### config.mk
export PLATFORM = sky130hd
export DESIGN_NAME = uart_cmd_framer_flat
export DESIGN_NICKNAME = d
export VERILOG_FILES = /design/src/rtl/uart_cmd_framer_if.sv /design/src/rtl/uart_cmd_framer.sv /design/src/flat_wrapper.sv
export SDC_FILE = /design/constraint.sdc
export NUM_CORES = 1
export LEC_CHECK = 0
export BUFFER_PORTS_ARGS = -buffer_cell sky130_fd_sc_hd__buf_2
export CELL_PAD_IN_SITES_DETAIL_PLACEMENT = 0
export CELL_PAD_IN_SITES_GLOBAL_PLACEMENT = 1
export CORE_MARGIN = 2
export CORE_UTILIZATION = 35
export CTS_CLUSTER_DIAMETER = 150
export DETAILED_ROUTE_END_ITERATION = 8
export PLACE_DENSITY = 0.72
export SKIP_LAST_GASP = 1
export SLEW_MARGIN = 20
export SYNTH_ARGS = -nofsm -noshare
export SYNTH_HDL_FRONTEND = slang
export SYNTH_SLANG_ARGS = --single-unit
### constraint.sdc
create_clock -name clock -period 1.7 [get_ports clock]
set_input_delay 0.34 -clock clock [delete_from_list [all_inputs] [get_ports clock]]
set_output_delay 0.34 -clock clock [all_outputs]
set_load 0.02 [all_outputs]
### src/rtl/uart_cmd_framer_if.sv
// Register-file write port of uart_cmd_framer. Signal names follow the framer's view
// (the framer drives the _o signals, the register file drives wr_ready_i).
`timescale 1ns/1ps

interface uart_cmd_framer_if;
  logic [7:0]  wr_addr_o;
  logic [15:0] wr_data_o;
  logic        wr_valid_o;
  logic        wr_ready_i;

  modport master (output wr_addr_o, output wr_data_o, output wr_valid_o, input wr_ready_i);
  modport slave  (input wr_addr_o, input wr_data_o, input wr_valid_o, output wr_ready_i);
endinterface

### src/rtl/uart_cmd_framer.sv
// Assembles UART bytes (SYNC, addr, data_hi, data_lo[, xor checksum]) into register writes.
// Define UART_CMD_FRAMER_CHECKSUM_EN to require the trailing XOR checksum byte.
`timescale 1ns/1ps

module uart_cmd_framer #(
  parameter int          TIMEOUT_CLOCKS = 1000,
  parameter logic [7:0]  SYNC_BYTE      = 8'hA5
) (
  input  logic                     clock,
  input  logic                     reset,
  input  logic [7:0]               rx_data_i,
  input  logic                     rx_valid_i,
  uart_cmd_framer_if.master        wr,
  output logic                     err_o,
  output logic [1:0]               err_code_o,
  output logic [7:0]               err_count_o,
  output logic                     busy_o
);

  localparam int             CW       = $clog2(TIMEOUT_CLOCKS + 1);
  localparam logic [CW-1:0]  TMO_LAST = CW'(TIMEOUT_CLOCKS - 1);
  localparam logic [CW-1:0]  TMO_ONE  = CW'(1);

  localparam logic [1:0] ERR_TIMEOUT  = 2'd1;
  localparam logic [1:0] ERR_CHECKSUM = 2'd2;
  localparam logic [1:0] ERR_OVERRUN  = 2'd3;

`ifdef UART_CMD_FRAMER_CHECKSUM_EN
  typedef enum logic [2:0] {
    S_IDLE  = 3'd0,
    S_ADDR  = 3'd1,
    S_DHI   = 3'd2,
    S_DLO   = 3'd3,
    S_CSUM  = 3'd4,
    S_ISSUE = 3'd5
  } state_t;
  localparam state_t S_AFTER_DLO = S_CSUM;
`else
  typedef enum logic [2:0] {
    S_IDLE  = 3'd0,
    S_ADDR  = 3'd1,
    S_DHI   = 3'd2,
    S_DLO   = 3'd3,
    S_ISSUE = 3'd5
  } state_t;
  localparam state_t S_AFTER_DLO = S_ISSUE;
`endif

  state_t          state_q, state_d;
  logic [CW-1:0]   tmo_q, tmo_d;
  logic [7:0]      addr_q, addr_d;
  logic [7:0]      dhi_q, dhi_d;
  logic [7:0]      dlo_q, dlo_d;
  logic            err_q;
  logic [1:0]      err_code_q;
  logic [7:0]      err_count_q;
  logic            err_set;
  logic [1:0]      err_set_code;
  logic            sync_seen;

  assign sync_seen = rx_valid_i && (rx_data_i == SYNC_BYTE);

`ifdef UART_CMD_FRAMER_CHECKSUM_EN
  logic [7:0] acc_q, acc_d;

  // Held at zero outside a packet, so it is already clear when a SYNC byte starts one.
  always_comb begin
    acc_d = acc_q;
    if (state_q == S_IDLE || state_q == S_ISSUE) begin
      acc_d = 8'h00;
    end else if (rx_valid_i && state_q != S_CSUM) begin
      acc_d = acc_q ^ rx_data_i;
    end
  end

  always_ff @(posedge clock) begin
    if (reset) begin
      acc_q <= 8'h00;
    end else begin
      acc_q <= acc_d;
    end
  end
`endif

  always_comb begin
    state_d      = state_q;
    tmo_d        = tmo_q;
    addr_d       = addr_q;
    dhi_d        = dhi_q;
    dlo_d        = dlo_q;
    err_set      = 1'b0;
    err_set_code = 2'd0;

    unique case (state_q)
      S_IDLE: begin
        if (sync_seen) begin
          state_d = S_ADDR;
          tmo_d   = '0;
        end
      end

      S_ISSUE: begin
        // A byte coinciding with the accepted write is treated as if received in IDLE.
        if (wr.wr_ready_i) begin
          state_d = S_IDLE;
          if (sync_seen) begin
            state_d = S_ADDR;
            tmo_d   = '0;
          end
        end else if (rx_valid_i) begin
          err_set      = 1'b1;
          err_set_code = ERR_OVERRUN;
        end
      end

      default: begin
        if (rx_valid_i) begin
          tmo_d = '0;
          case (state_q)
            S_ADDR: begin
              addr_d  = rx_data_i;
              state_d = S_DHI;
            end
            S_DHI: begin
              dhi_d   = rx_data_i;
              state_d = S_DLO;
            end
            S_DLO: begin
              dlo_d   = rx_data_i;
              state_d = S_AFTER_DLO;
            end
`ifdef UART_CMD_FRAMER_CHECKSUM_EN
            S_CSUM: begin
              if (rx_data_i == acc_q) begin
                state_d = S_ISSUE;
              end else begin
                state_d      = S_IDLE;
                err_set      = 1'b1;
                err_set_code = ERR_CHECKSUM;
              end
            end
`endif
            default: state_d = S_IDLE;
          endcase
        end else if (tmo_q == TMO_LAST) begin
          state_d      = S_IDLE;
          err_set      = 1'b1;
          err_set_code = ERR_TIMEOUT;
        end else begin
          tmo_d = tmo_q + TMO_ONE;
        end
      end
    endcase
  end

  always_ff @(posedge clock) begin
    if (reset) begin
      state_q     <= S_IDLE;
      tmo_q       <= '0;
      addr_q      <= 8'h00;
      dhi_q       <= 8'h00;
      dlo_q       <= 8'h00;
      err_q       <= 1'b0;
      err_code_q  <= 2'd0;
      err_count_q <= 8'h00;
    end else begin
      state_q <= state_d;
      tmo_q   <= tmo_d;
      addr_q  <= addr_d;
      dhi_q   <= dhi_d;
      dlo_q   <= dlo_d;
      err_q   <= err_set;
      if (err_set) begin
        err_code_q <= err_set_code;
        if (err_count_q != 8'hFF) begin
          err_count_q <= err_count_q + 8'd1;
        end
      end
    end
  end

  assign wr.wr_addr_o  = addr_q;
  assign wr.wr_data_o  = {dhi_q, dlo_q};
  assign wr.wr_valid_o = (state_q == S_ISSUE);
  assign err_o         = err_q;
  assign err_code_o    = err_code_q;
  assign err_count_o   = err_count_q;
  assign busy_o        = (state_q != S_IDLE);

endmodule

### src/flat_wrapper.sv
// flat-port wrapper written by rule: the top's interface ports become plain ports
module uart_cmd_framer_flat 
#(
  parameter int          TIMEOUT_CLOCKS = 1000,
  parameter logic [7:0]  SYNC_BYTE      = 8'hA5
)
  (clock, reset, rx_data_i, rx_valid_i, err_o, err_code_o, err_count_o, busy_o, wr_wr_addr_o, wr_wr_data_o, wr_wr_valid_o, wr_wr_ready_i);
  uart_cmd_framer_if wr_i ();
  input  logic clock;
  input  logic reset;
  input  logic [7:0] rx_data_i;
  input  logic rx_valid_i;
  output logic err_o;
  output logic [1:0] err_code_o;
  output logic [7:0] err_count_o;
  output logic busy_o;
  output wire logic [$bits(wr_i.wr_addr_o)-1:0] wr_wr_addr_o;
  output wire logic [$bits(wr_i.wr_data_o)-1:0] wr_wr_data_o;
  output wire logic [$bits(wr_i.wr_valid_o)-1:0] wr_wr_valid_o;
  input wire logic [$bits(wr_i.wr_ready_i)-1:0] wr_wr_ready_i;
  assign wr_wr_addr_o = wr_i.wr_addr_o;
  assign wr_wr_data_o = wr_i.wr_data_o;
  assign wr_wr_valid_o = wr_i.wr_valid_o;
  assign wr_i.wr_ready_i = wr_wr_ready_i;
  uart_cmd_framer #(.TIMEOUT_CLOCKS(TIMEOUT_CLOCKS), .SYNC_BYTE(SYNC_BYTE)) u_core (.clock(clock), .reset(reset), .rx_data_i(rx_data_i), .rx_valid_i(rx_valid_i), .wr(wr_i), .err_o(err_o), .err_code_o(err_code_o), .err_count_o(err_count_o), .busy_o(busy_o));
endmodule
Word-level counts from Yosys, hierarchy flattened
Cells that the tools add are included.
- flip-flop bits (word level): 48
- latch bits: 0
- RAM bits: 0
- ROM bits: 0
- input bits: 12
- output and inout bits: 37
- logic and storage cells: 54
- memories: 0
- $add $sub $neg: 2
- multiply operators: 0
- divide/modulo/power cells: 0
- $lt $le $gt $ge: 0
- equality and inequality tests: 10
- shift operators: 0
- multiplexer cells: 22
- bitwise operators: 1
- reductions and logical operators: 11
- operators with widths (kind ; count):
    10-bit two-way mux ; 4
    10-bit one-hot mux with 2 select lines ; 1
    3-bit two-way mux ; 4
    3-bit AND reduction ; 4
    10-bit by 1-bit adder with 10-bit output (second input constant) ; 1
    10-bit == test (second input constant) ; 1
    3-bit one-hot mux with 3 select lines ; 1
    8-bit by 1-bit adder with 8-bit output (second input constant) ; 1
    8-bit == test (second input constant) ; 1
    8-bit != test (second input constant) ; 1
    3-bit by 2-bit == test with 1-bit output (second input constant) ; 2
    1-bit two-way mux ; 6
    2-bit two-way mux ; 3
    3-bit one-hot mux with 2 select lines ; 1
    2-bit by 1-bit != test with 1-bit output (second input constant) ; 2
    4-bit != test (second input constant) ; 1
    2-bit one-hot mux with 2 select lines ; 1
    2-bit AND reduction ; 2
    4-bit nonzero test ; 1
    3-bit by 1-bit == test with 1-bit output (second input constant) ; 1
    3-bit == test (second input constant) ; 1
    3-bit zero test ; 1
    3-bit nonzero test ; 1
    1-bit one-hot mux with 2 select lines ; 1
    3 further kinds ; 3

Logic depth before layout (Yosys ltp)
- depth after elaboration: 5
- depth in mapped cells: 8
- gate-level depth less buffers: 6

Least setup slack after synthesis
No wires, ideal clock.
- path type: flip-flop to flip-flop
- from: register u_core.state_q[0]
- to: register u_core.err_count_q[7], in the netlist u_core.err_count_o[7]
- library setup time: 0.070 ns
- arrival time: 1.843 ns
- required time: 1.630 ns
- setup slack: -0.213 ns
- stages on the path, launching flop included: 9
- period minus slack after synthesis: 1.913 ns
- cells stage by stage: dfxtp_1 buf_4 and3b_1 buf_6 nor3_4 a21boi_2 buf_6 or4_1 a21oi_1
- cells in the longest elaborated chain, start to end: 3
- elaborated cells between the ends (all ways): 4
- classes of those cells: eq/ne: 1; mux: 1; reduce/logical: 2
- RTL lines (what ; RTL line ; source):
    start, declared ; uart_cmd_framer.sv:49 ; state_t state_q, state_d;
    start signal, assigned ; uart_cmd_framer.sv:167 ; state_q <= state_d;
    3-bit == test ; n/a ;
    named net wr_wr_valid_o ; flat_wrapper.sv:19 ; output wire logic [$bits(wr_i.wr_valid_o)-1:0] wr_wr_valid_o;
    1-bit one-hot mux with 2 select lines ; uart_cmd_framer.sv:94 ; unique case (state_q)
    2-bit AND reduction (no line) ; n/a ;
    end signal, assigned ; uart_cmd_framer.sv:176 ; err_count_q <= err_count_q + 8'd1;
    end, declared ; uart_cmd_framer.sv:56 ; logic [7:0] err_count_q;
The timed path passes the listed nets, and every way through them passes these cells.
A chain may end at the register's enable or synchronous reset.

Worst setup path after layout
- from: register u_core.tmo_q[0]
- to: register u_core.err_count_q[7], in the netlist u_core.err_count_o[7]
- cells in the longest elaborated chain, start to end: 5
- RTL lines (what ; RTL line ; source):
    start, declared ; uart_cmd_framer.sv:50 ; logic [CW-1:0] tmo_q, tmo_d;
    start signal, assigned ; uart_cmd_framer.sv:168 ; tmo_q <= tmo_d;
    10-bit == test ; uart_cmd_framer.sv:145 ; end else if (tmo_q == TMO_LAST) begin
    1-bit two-way mux ; uart_cmd_framer.sv:145 ;
    1-bit two-way mux ; uart_cmd_framer.sv:117 ; if (rx_valid_i) begin
    1-bit one-hot mux with 2 select lines ; uart_cmd_framer.sv:94 ;
    2-bit AND reduction (no line) ; n/a ;
Every way passes these cells.

==> summary.txt <==
DRT antenna net count -> 0
Hold Path Class -> in2reg
vias per cell -> 5.11
Synth Register Bits -> 48
most common cell after layout, fill and taps aside -> nand2_1
DIE HEIGHT -> 81.6 um
dpl cell area -> 2650 um2
total congestion overflow -> 0
Remaining DRCs -> 0
TritonCTS Buffers -> 5
Crit. End Element -> register
die width -> 81.6 um
final cycle utilization of the critical path -> 100%
Cells after DPL -> 406
failing checks -> negative setup slack
Int Power -> 1.87 mW
CTS tree -> done
WL per Instance -> 13.8 um
initial antenna violation count -> 0
critical path launch point type -> register
die area -> 6660 um2
core area -> 5890 um2
# setup viols final -> 1
clock power share -> 23.7%
CP max FO -> 6
clock skew -> 0.0101 ns
DR iter-0 viols -> 66
share of cells above drive strength 1 -> 35.0%
Max Cap Viol -> 0
Syn Area/Cell -> 8.02 um2
FP Rows -> 28
cell area after layout -> 2860 um2
I/O pin count -> 49
vias in the first global route -> 1,986
RSZ-0062 raised after global routing -> yes
drt pass-1 iters -> 4
Async SR Flop Fraction -> 0%
CTS hold repair buffers -> 0
largest net degree at the start of global routing -> 32
htree depth -> 2
Switch Pwr -> 0.890 mW
final hold vios -> 0
Worst path slowest cell -> or4_4
Rel. slew slack -> 72.4%
Post-synth EDFFs -> 0
Placer Congestion -> 0.799
synthesized netlist cell count -> 263
Finished Layout Cells -> 418
Slew Limit Fails -> 0
Netlist Area Pre-Place -> 2110 um2
distinct cell type count after synthesis -> 40
maximum VDD drop -> 378 uV
Power Dens Cells -> 967 nW/um2
Layout fillers -> 626
critical path required time -> 1.94 ns
R2R Setup Slk -> -0.007 ns
Root Buffer -> clkbuf_8
Net Count, Synth -> 277
synth top area cells -> dfxtp_1 46%, a21oi_1 10%, nand2_1 9.6%
IO buf count -> 48
max incr delay on CP -> 0.50 ns
HPWL after DPL -> 4200 um
CTS max path bufs -> 2
Initial Util -> 35.8%
Comb pwr share -> 31.9%
Final nets -> 357
WHS -> 0.327 ns
worst-skew pair later-pin latency -> 0.30 ns
final setup margin -> -0.00694 ns
Critical Path AT -> 1.95 ns
most frequent cells in the layout -> 54 x nand2_1, 47 x buf_2, 42 x dfxtp_1
YS warnings -> 0
n_diodes -> 0
Reg clk slew, reported paths -> 0.09 ns
Final Core Density -> 48.5%
top cell type's share of synthesized area -> 45.6%
dominant synthesized flop cell -> dfxtp_1
Design Power -> 2.76 mW
Clock Sinks -> 48
slew of the pin with the lowest slew margin -> 0.414 ns
WL final -> 5770 um
post-synth top area cell -> dfxtp_1
Pleak -> 1.19 nW
Fmax -> 586 MHz
Crit Path Class -> reg2reg
switching share of power -> 32.2%
Tot GR Track Use -> 18.0%
sequential area share after synthesis -> 45.6%
area grow syn2layout -> 35.5%
worst-path cell chain -> ha_1, and4_1, and4_4, a21boi_4, or4_4, a21oi_2
Seq pwr share -> 44.4%
first-pass GRT wire length -> 9230 um
vias -> 2,134
status -> finished with violations
Tmin final -> 1.71 ns
stage by stage:
| stage | worst slack, ns | setup TNS (ns) |
|---|---|---|
| after global placement | -0.0631 | -0.452 |
| after global routing | -0.0842 | -0.134 |
| after detailed placement | -0.0642 | -0.461 |
| after floorplan | -0.207 | -1.09 |
| final | -0.00694 | -0.00694 |
| after CTS | -0.000330 | -0.000330 |
worst max-delay path, delay by kind of cell (launching register included):
| family | cells | cell delay [ns] |
|---|---|---|
| AND/OR/NAND/NOR | 3 | 0.94 |
| flip-flops | 1 | 0.34 |
| AO/OA/AOI/OAI | 2 | 0.22 |
| adder cells (fa/ha/maj) | 1 | 0.15 |
timing repair:
item                                    in CTS  in global routing
gates resized for setup                      6                 19
cloned                                       0                  1
endpoints found under the setup margin       3                 12
buffers inserted                             1                  3
pin swaps                                    2                  7
sequential cells by signal, summed over array words and instances, names as in the netlist:
signal / count
u_core.err_o: 1
u_core.dhi_q: 8
u_core.err_code_o: 2
u_core.err_count_o: 8
u_core.wr.wr_addr_o: 8
u_core.tmo_q: 10
u_core.dlo_q: 8
u_core.state_q: 3
cells by family (layout without fill, tap and decap cells):
| kind of cell | Yosys count | after routing | share of synthesized area [%] |
|---|---|---|---|
| DFF | 48 | 48 | 45.6 |
| muxes | 2 | 2 | 1.01 |
| and+or+nand+nor | 124 | 124 | 29.6 |
| buffers and inverters | 16 | 95 | 3.86 |
| adders and majority gates | 2 | 2 | 1.19 |
| AOI/OAI and AO/OA | 71 | 72 | 18.8 |
synth_stat cells (2+ instances only):
library cell / number
a31oi_1: 4
nor2b_1: 4
nor2_1: 15
dfxtp_1: 48
nor3_1: 7
buf_1: 2
or3_1: 6
nand2_1: 54
a21oi_1: 43
or4_1: 3
a211oi_1: 2
nand3_1: 7
ha_1: 2
nand3b_1: 3
and3b_1: 2
buf_6: 2
and4_1: 4
buf_2: 2
nand4_1: 5
o21ai_0: 12
clkbuf_1: 8
and3_1: 6
o31ai_1: 2
and2_1: 4
worst paths after layout:
| check | endpoint | cells past startpoint | startpoint |
|---|---|---|---|
| worst min register to register | u_core.dhi_q[1]$_SDFFE_PP0P_ | 2 | u_core.dhi_q[1]$_SDFFE_PP0P_ |
| worst min-delay path | u_core.dlo_q[1]$_SDFFE_PP0P_ | 3 | rx_data_i[1] |
| worst max register to register | u_core.err_count_o[7]$_SDFFE_PP0P_ | 6 | u_core.tmo_q[0]$_SDFFE_PP0P_ |
| worst max-delay path | u_core.err_count_o[7]$_SDFFE_PP0P_ | 6 | u_core.tmo_q[0]$_SDFFE_PP0P_ |
layer usage:
metal / routed length (um) / vias up / global-route usage, %
met5: 0 / - / 0
met2: 2700 / 46 / 29.4
li1: - / 1099 / -
met4: 72 / 0 / 6.83
met3: 256 / 6 / 4.95
met1: 2740 / 983 / 22.6
power groups by stage:
stage / Sequential, mW / Clock [mW] / Combinational [mW]
2_1_floorplan: 1.28 / 0 / 0.425
3_3_place_gp: 1.25 / 0 / 0.798
3_5_place_dp: 1.25 / 0 / 0.796
4_1_cts: 1.22 / 0.682 / 0.811
5_1_grt: 1.23 / 0.726 / 0.972
6_report: 1.23 / 0.656 / 0.880
final cells by class:
| class | instances | area [um2] | share of cell area (%) |
|---|---|---|---|
| clock buffer | 5 | 68.8 | 2.41 |
| clock inverter | 2 | 12.5 | 0.438 |
| inverter | 1 | 3.75 | 0.131 |
| multi-input combinational | 200 | 1150 | 40.4 |
| sequential | 48 | 968 | 33.9 |
| tap | 75 | 93.8 | 3.29 |
| timing repair buffer | 87 | 556 | 19.4 |
Power figures use the tool's default switching activity.
